$ cat src/rtl/pc_redirect_ctrl.sv
// pc_redirect_ctrl: fetch PC generator with a one-entry pending redirect slot.
// Exception and flush redirects that arrive while fetch is stalled are parked
// in the slot and applied at the first unstalled edge.
module pc_redirect_ctrl #(
  parameter logic [31:0] RESET_PC = 32'hbfc0_0000
) (
  input  logic        clk,
  input  logic        rst,
  input  logic        stall,
  input  logic        exception_pc_ena,
  input  logic [31:0] exception_pc,
  input  logic        flush_req,
  input  logic [31:0] id2_jmp_target,
  input  logic        pred_taken,
  input  logic [31:0] pred_target,
  output logic [31:0] pc,
  output logic        pc_valid,
  output logic        redirect,
  output logic [1:0]  pend_state,
  output logic [31:0] br_redirect_cnt,
  output logic [31:0] exc_redirect_cnt
);

  typedef enum logic [1:0] {
    IDLE     = 2'd0,
    PEND_BR  = 2'd1,
    PEND_EXC = 2'd2
  } pend_e;

  pend_e       state_q;
  logic [31:0] slot_q;

  logic        pend_exc;
  logic        pend_br;
  logic [31:0] seq_pc;
  logic [31:0] next_pc;
  logic        take_exc;
  logic        take_br;
  pend_e       stall_state;
  logic [31:0] stall_slot;

  assign pend_state = state_q;

  // Pick the next fetch PC by priority and work out how a stalled cycle updates the slot
  always_comb begin
    pend_exc    = (state_q == PEND_EXC);
    pend_br     = (state_q == PEND_BR);
    seq_pc      = pc + (pc[2] ? 32'd4 : 32'd8);
    take_exc    = exception_pc_ena | pend_exc;
    take_br     = ~take_exc & (flush_req | pend_br);
    next_pc     = seq_pc;
    stall_state = (pend_exc || pend_br) ? state_q : IDLE;
    stall_slot  = slot_q;

    if (exception_pc_ena)  next_pc = exception_pc;
    else if (pend_exc)     next_pc = slot_q;
    else if (flush_req)    next_pc = id2_jmp_target;
    else if (pend_br)      next_pc = slot_q;
    else if (pred_taken)   next_pc = pred_target;

    if (exception_pc_ena) begin
      stall_state = PEND_EXC;
      stall_slot  = exception_pc;
    end else if (flush_req && !pend_exc) begin
      stall_state = PEND_BR;
      stall_slot  = id2_jmp_target;
    end
  end

  // Registered PC, pending slot, redirect flag and saturating redirect counters
  always_ff @(posedge clk) begin
    if (rst) begin
      pc               <= RESET_PC;
      pc_valid         <= 1'b0;
      redirect         <= 1'b0;
      state_q          <= IDLE;
      slot_q           <= 32'd0;
      br_redirect_cnt  <= 32'd0;
      exc_redirect_cnt <= 32'd0;
    end else begin
      pc_valid <= 1'b1;
      if (!stall) begin
        pc       <= next_pc;
        redirect <= take_exc | take_br;
        state_q  <= IDLE;
        slot_q   <= 32'd0;
        if (take_br && (br_redirect_cnt != 32'hffff_ffff))
          br_redirect_cnt <= br_redirect_cnt + 32'd1;
        if (take_exc && (exc_redirect_cnt != 32'hffff_ffff))
          exc_redirect_cnt <= exc_redirect_cnt + 32'd1;
      end else begin
        redirect <= 1'b0;
        state_q  <= stall_state;
        slot_q   <= stall_slot;
      end
    end
  end

endmodule

$ cat config.mk
export PLATFORM = sky130hd
export DESIGN_NAME = pc_redirect_ctrl
export DESIGN_NICKNAME = d
export VERILOG_FILES = /design/src/rtl/pc_redirect_ctrl.sv
export SDC_FILE = /design/constraint.sdc
export NUM_CORES = 1
export LEC_CHECK = 0
export ABC_AREA = 1
export CORE_ASPECT_RATIO = 0.7
export CORE_UTILIZATION = 40
export DETAILED_ROUTE_END_ITERATION = 16
export PLACE_DENSITY = 0.66
export SLEW_MARGIN = 20
export SYNTH_ARGS = -nofsm -noshare
export SYNTH_HDL_FRONTEND = slang
export SYNTH_SLANG_ARGS = --single-unit
$ cat constraint.sdc
create_clock -name clk -period 5.6 [get_ports clk]
set_clock_uncertainty 0.1 [all_clocks]
set_input_delay 0.84 -clock clk [delete_from_list [all_inputs] [get_ports clk]]
set_output_delay 0.84 -clock clk [all_outputs]
set_load 0.02 [all_outputs]
* Word level (Yosys, flattened, before mapping) *
Cells that the tools add are included.

word-level totals
  register bits = 132
  latch bits = 0
  bits in writable memories = 0
  bits in read-only memories = 0
  bits of input ports = 102
  word-level logic and storage cells = 46
  memories kept = 0

cells by class
  add/sub/neg operators = 3
  multiply operators = 0
  div/mod/pow operators = 0
  $lt $le $gt $ge = 0
  eq/ne operators = 6
  shifts and indexed selects = 0
  multiplexer cells = 12
  bitwise operators = 6
  reductions and logical operators = 11

operators with widths
  operator                                                                  count
  32-bit two-way mux                                                        7
  32-bit by 1-bit adder with 32-bit output (second input constant)          2
  32-bit inequality test (second input constant)                            2
  32-bit by 4-bit adder with 32-bit output                                  1
  2-bit two-way mux                                                         3
  4-bit two-way mux                                                         1
  2-bit AND reduction                                                       2
  2-bit OR reduction                                                        2
  1-bit logical AND                                                         3
  3-bit by 2-bit inequality test with 1-bit output (second input constant)  1
  1-bit OR                                                                  3
  3-bit OR reduction                                                        1
  2-bit by 1-bit == test with 1-bit output (second input constant)          1
  2-bit == test (second input constant)                                     1
  2-bit by 1-bit inequality test with 1-bit output (second input constant)  1
  1-bit NOT                                                                 2
  2-bit nonzero test                                                        1
  1-bit AND                                                                 1
  1-bit zero test                                                           1
  1-bit logical OR                                                          1
  1-bit two-way mux                                                         1

* Depth between registers and ports, before layout *
  word-level depth = 7
  mapped depth = 15

* Least setup slack after synthesis *
OpenSTA, ideal clock, no wires.

  path kind = in2reg
  from = in exception_pc_ena
  to = reg br_redirect_cnt[31]
  library setup time = 67 ps
  arrival = 1940 ps
  data required time = 5433 ps
  slack = 3493 ps
  stages on the path = 9
  path buffers = 2
  path through = buf_2 > nor2_2 > inv_2 > nor3_2 > nand2_2 > inv_2 > buf_6 > nand2_1 > a21oi_2

between the ends
  longest elaborated chain between the ends = 5

RTL lines
  what                                  RTL line  source
  start: declaration                    10        input logic exception_pc_ena,
  1-bit OR                              49        take_exc = exception_pc_ena | pend_exc;
  1-bit NOT                             50        take_br = ~take_exc & (flush_req | pend_br);
  1-bit AND                             50
  1-bit logical AND                     87        if (take_br && (br_redirect_cnt != 32'hffff_ffff))
  2-bit AND reduction (no source line)  n/a
  end signal: assignment                88        br_redirect_cnt <= br_redirect_cnt + 32'd1;
  end: declaration                      20        output logic [31:0] br_redirect_cnt,

No other way between the ends.
A chain may end at the register's enable or synchronous reset.

* Worst setup path after layout *
  from = in exception_pc_ena
  to = reg br_redirect_cnt[19]

The elaborated chain is that of the path after synthesis.

==> run_results.csv <==
group,metric,value,unit
clock_tree,root_buffer,"clkbuf_16",
final_layout,seq_area,2640,um^2
yosys,netlist_top_cells_area,"dfxtp_1, nand2_1, nor2_1",
clock_tree,post_cts_buffers,0,
clock_tree,cts.sinks,132,
pwr,netSwitchingFraction,29.0,%
yosys,synth_area,8740,um^2
die,row_count,44,
die,die_w,179,um
worst_setup_path,arrival,3.52,ns
hold_path,holdCritPathClass,"flop to flop",
hold_path,hold_depth,2,
run_status,run_status,"finished clean",
die,num_io_pins,202,
worst_setup_path,start_kind,"input port",
die,initial_core_util,41.5,%
placement,gp_congestion,0.939,
drt,drcViolationCount,0,
sta,rsz0062_at_grt,"no",
placement,port_buffers,201,
yosys,synth_seq_cells,132,
yosys,synthCells,1463,
worst_setup_path,r2r_cells,10,
yosys,ys.flop_type,"dfxtp_1",
clock_tree,cts_tree,"built",
yosys,synth_area_per_cell,5.97,um^2
final_layout,final_area,11400,um^2
drt,viasPerCell,5.30,
grt,antenna_found_initial,0,
sta,post-route-period-util,58.6,%
hold_path,min_to,"slot_q[1]",
pwr,seq_power_share,39.9,%
grt,grt_usage,28.0,%
worst_setup_path,regToRegStartpoint,"pend_state[0]",
pwr,netSwitchingPower,0.739,mW
sta,setup_viol,0,
die,coreArea,21100,um^2
pwr,power_leakage,4.45,nW
pwr,power_density,222,nW/um^2
sta,relSlewSlack,40.0,%
placement,dp_hpwl,22600,um
final_layout,area_delta_synth_final,30.9,%
placement,place_area,10900,um^2
final_layout,multi_input_area,5400,um^2
sta,worst_pin_slew,0.899,ns
clock_tree,cts_buffer_depth,2,
die,die_y,126,um
clock_tree,cts_resized,0,
sta,final.setup.tns,0,ns
final_layout,drive_above_1_share,5.54,%
sta,slew_viol_final,0,
drt,wl_per_cell,16.3,um
yosys,synth_top_cell_by_area,"dfxtp_1",
pwr,clock_power_share,44.5,%
sta,period_needed,3.28,ns
worst_setup_path,crit_path_end_kind,"flop",
drt,dr.pass1.iters,6,
job,maxCapViolCount,0,
worst_setup_path,regToRegSetupSlack,2.35,ns
grt,grt_pass1_vias,9164,
clock_tree,clk_pin_slew,0.06,ns
worst_setup_path,crit_type,"input port to flop",
yosys,yosys.cell_types.count,42,
pwr,peakVddDrop,0.000222,V
clock_tree,cts_max_level,4,
drt,vias,10200,
grt,gr-total-overflow,0,
yosys,synth_enable_flop_cells,0,
clock_tree,clkLatencyLatePin,0.43,ns
sta,fmax,305,MHz
worst_setup_path,cp_max_fo,33,
pwr,p_int,1.81,mW
yosys,synth_most_common_cell,"nand2_1",
drt,wl,31300,um
final_layout,nFillCells,2142,
yosys,yosys_warnings,0,
yosys,synth-async-reset-ratio,0,%
hold_path,min_from,"slot_q[1]",
yosys,synth_top_area_share,30.2,%
worst_setup_path,startpoint,"exception_pc_ena",
pwr,p_comb_share,15.6,%
clock_tree,numCtsBuffers,17,
sta,finalHoldViolCount,0,
clock_tree,holdBufCountCts,0,
drt,drtIter0Drc,1052,
die,dieArea,22500,um^2
yosys,yosys-top-cells-count,"nand2_1, nor2_1, a21oi_1",
grt,grt_pass1_wl,49400,um
worst_setup_path,cp.required,5.84,ns
yosys,syn_nets,1571,
worst_setup_path,r2r_end,"br_redirect_cnt[19]",
yosys,ys_seq_area_share,30.2,%
final_layout,antenna_cells,0,
grt,grt_start_max_net_pins,58,
drt,drtAntennaViolNets,0,
final_layout,nets,1737,
cell usage in the layout, fill, tap and decap left out, drive strengths merged, types with 4 or more instances in the layout:
cell,n
clkinv,6
xor2,38
clkdlybuf4s50,200
nand2,497
o21ai,74
dfxtp,132
nand3,52
a31oi,13
clkinvlp,4
inv,106
buf,10
a21oi,164
nor2,225
xnor2,16
nand3b,10
nor3,34
clkbuf,20
ha,6
nand4,15
nor3b,5
logic make-up after synthesis:
kind of cell	synth area share, %
AOI/OAI and AO/OA	16.0
DFF	30.2
adders and majority gates	0.859
xor gates and xnor gates	5.41
and+or+nand+nor	39.5
buffers and inverters	8.03
sequential cells by signal, indices dropped and copies added, names as in the netlist:
signal and flops:
br_redirect_cnt 32, exc_redirect_cnt 32, pc 32, pc_valid 1, pend_state 2, redirect 1
slot_q 32
worst max-delay path by stage:
| stage | slack, ns | end |
|---|---|---|
| 5_1_grt | 2.08 | br_redirect_cnt[5] |
| 3_5_place_dp | 1.87 | br_redirect_cnt[3] |
| 2_1_floorplan | 3.49 | br_redirect_cnt[31] |
| 3_3_place_gp | 1.98 | br_redirect_cnt[30] |
| 4_1_cts | 2.30 | br_redirect_cnt[3] |
| 6_report | 2.32 | br_redirect_cnt[19] |
cell type report:
type                       instances  area share (%)
clock buffer                      20            3.90
timing repair buffer             210            18.1
clock inverter                    12            1.15
tap                              276            3.02
multi-input combinational       1162            47.2
sequential                       132            23.1
inverter                         106            3.48
worst max-delay path, cell delays in order:
cell             delay [ns]
clkdlybuf4s50_1        0.47
nor2_2                 0.28
inv_2                  0.30
nor3_2                 0.28
nand2_2                0.46
inv_2                  0.60
nand2_1                0.11
a21oi_1                0.16
stage by stage:
step	hold WS (ns)	power [mW]	utilization (%)	cells	setup WS (ns)
after floorplan	0.344	1.24	-	1463	3.49
after global placement	0.359	1.42	51.5	1886	1.98
after detailed placement	0.358	1.42	51.5	1886	1.87
after CTS	0.371	2.55	54.3	1918	2.30
after global routing	0.392	2.64	54.3	1918	2.08
final	0.368	2.55	54.3	1918	2.32
layer usage:
metal / vias up / GRT usage (%) / part of all wire, %
met3: 28 / 6.07 / 9.8
met5: - / 0 / 0
met1: 4587 / 43.9 / 50
met4: 0 / 6.18 / 1.2
li1: 5033 / - / -
met2: 515 / 38.1 / 39
power groups by stage:
stage / combinational (mW) / sequential (mW) / clock (mW)
floorplan: 0.197 / 1.04 / 0
global placement: 0.388 / 1.03 / 0
detailed placement: 0.390 / 1.03 / 0
CTS: 0.393 / 1.01 / 1.14
global route: 0.437 / 1.02 / 1.19
finish: 0.397 / 1.02 / 1.13
Note: power is estimated with default switching activity, not from simulation.
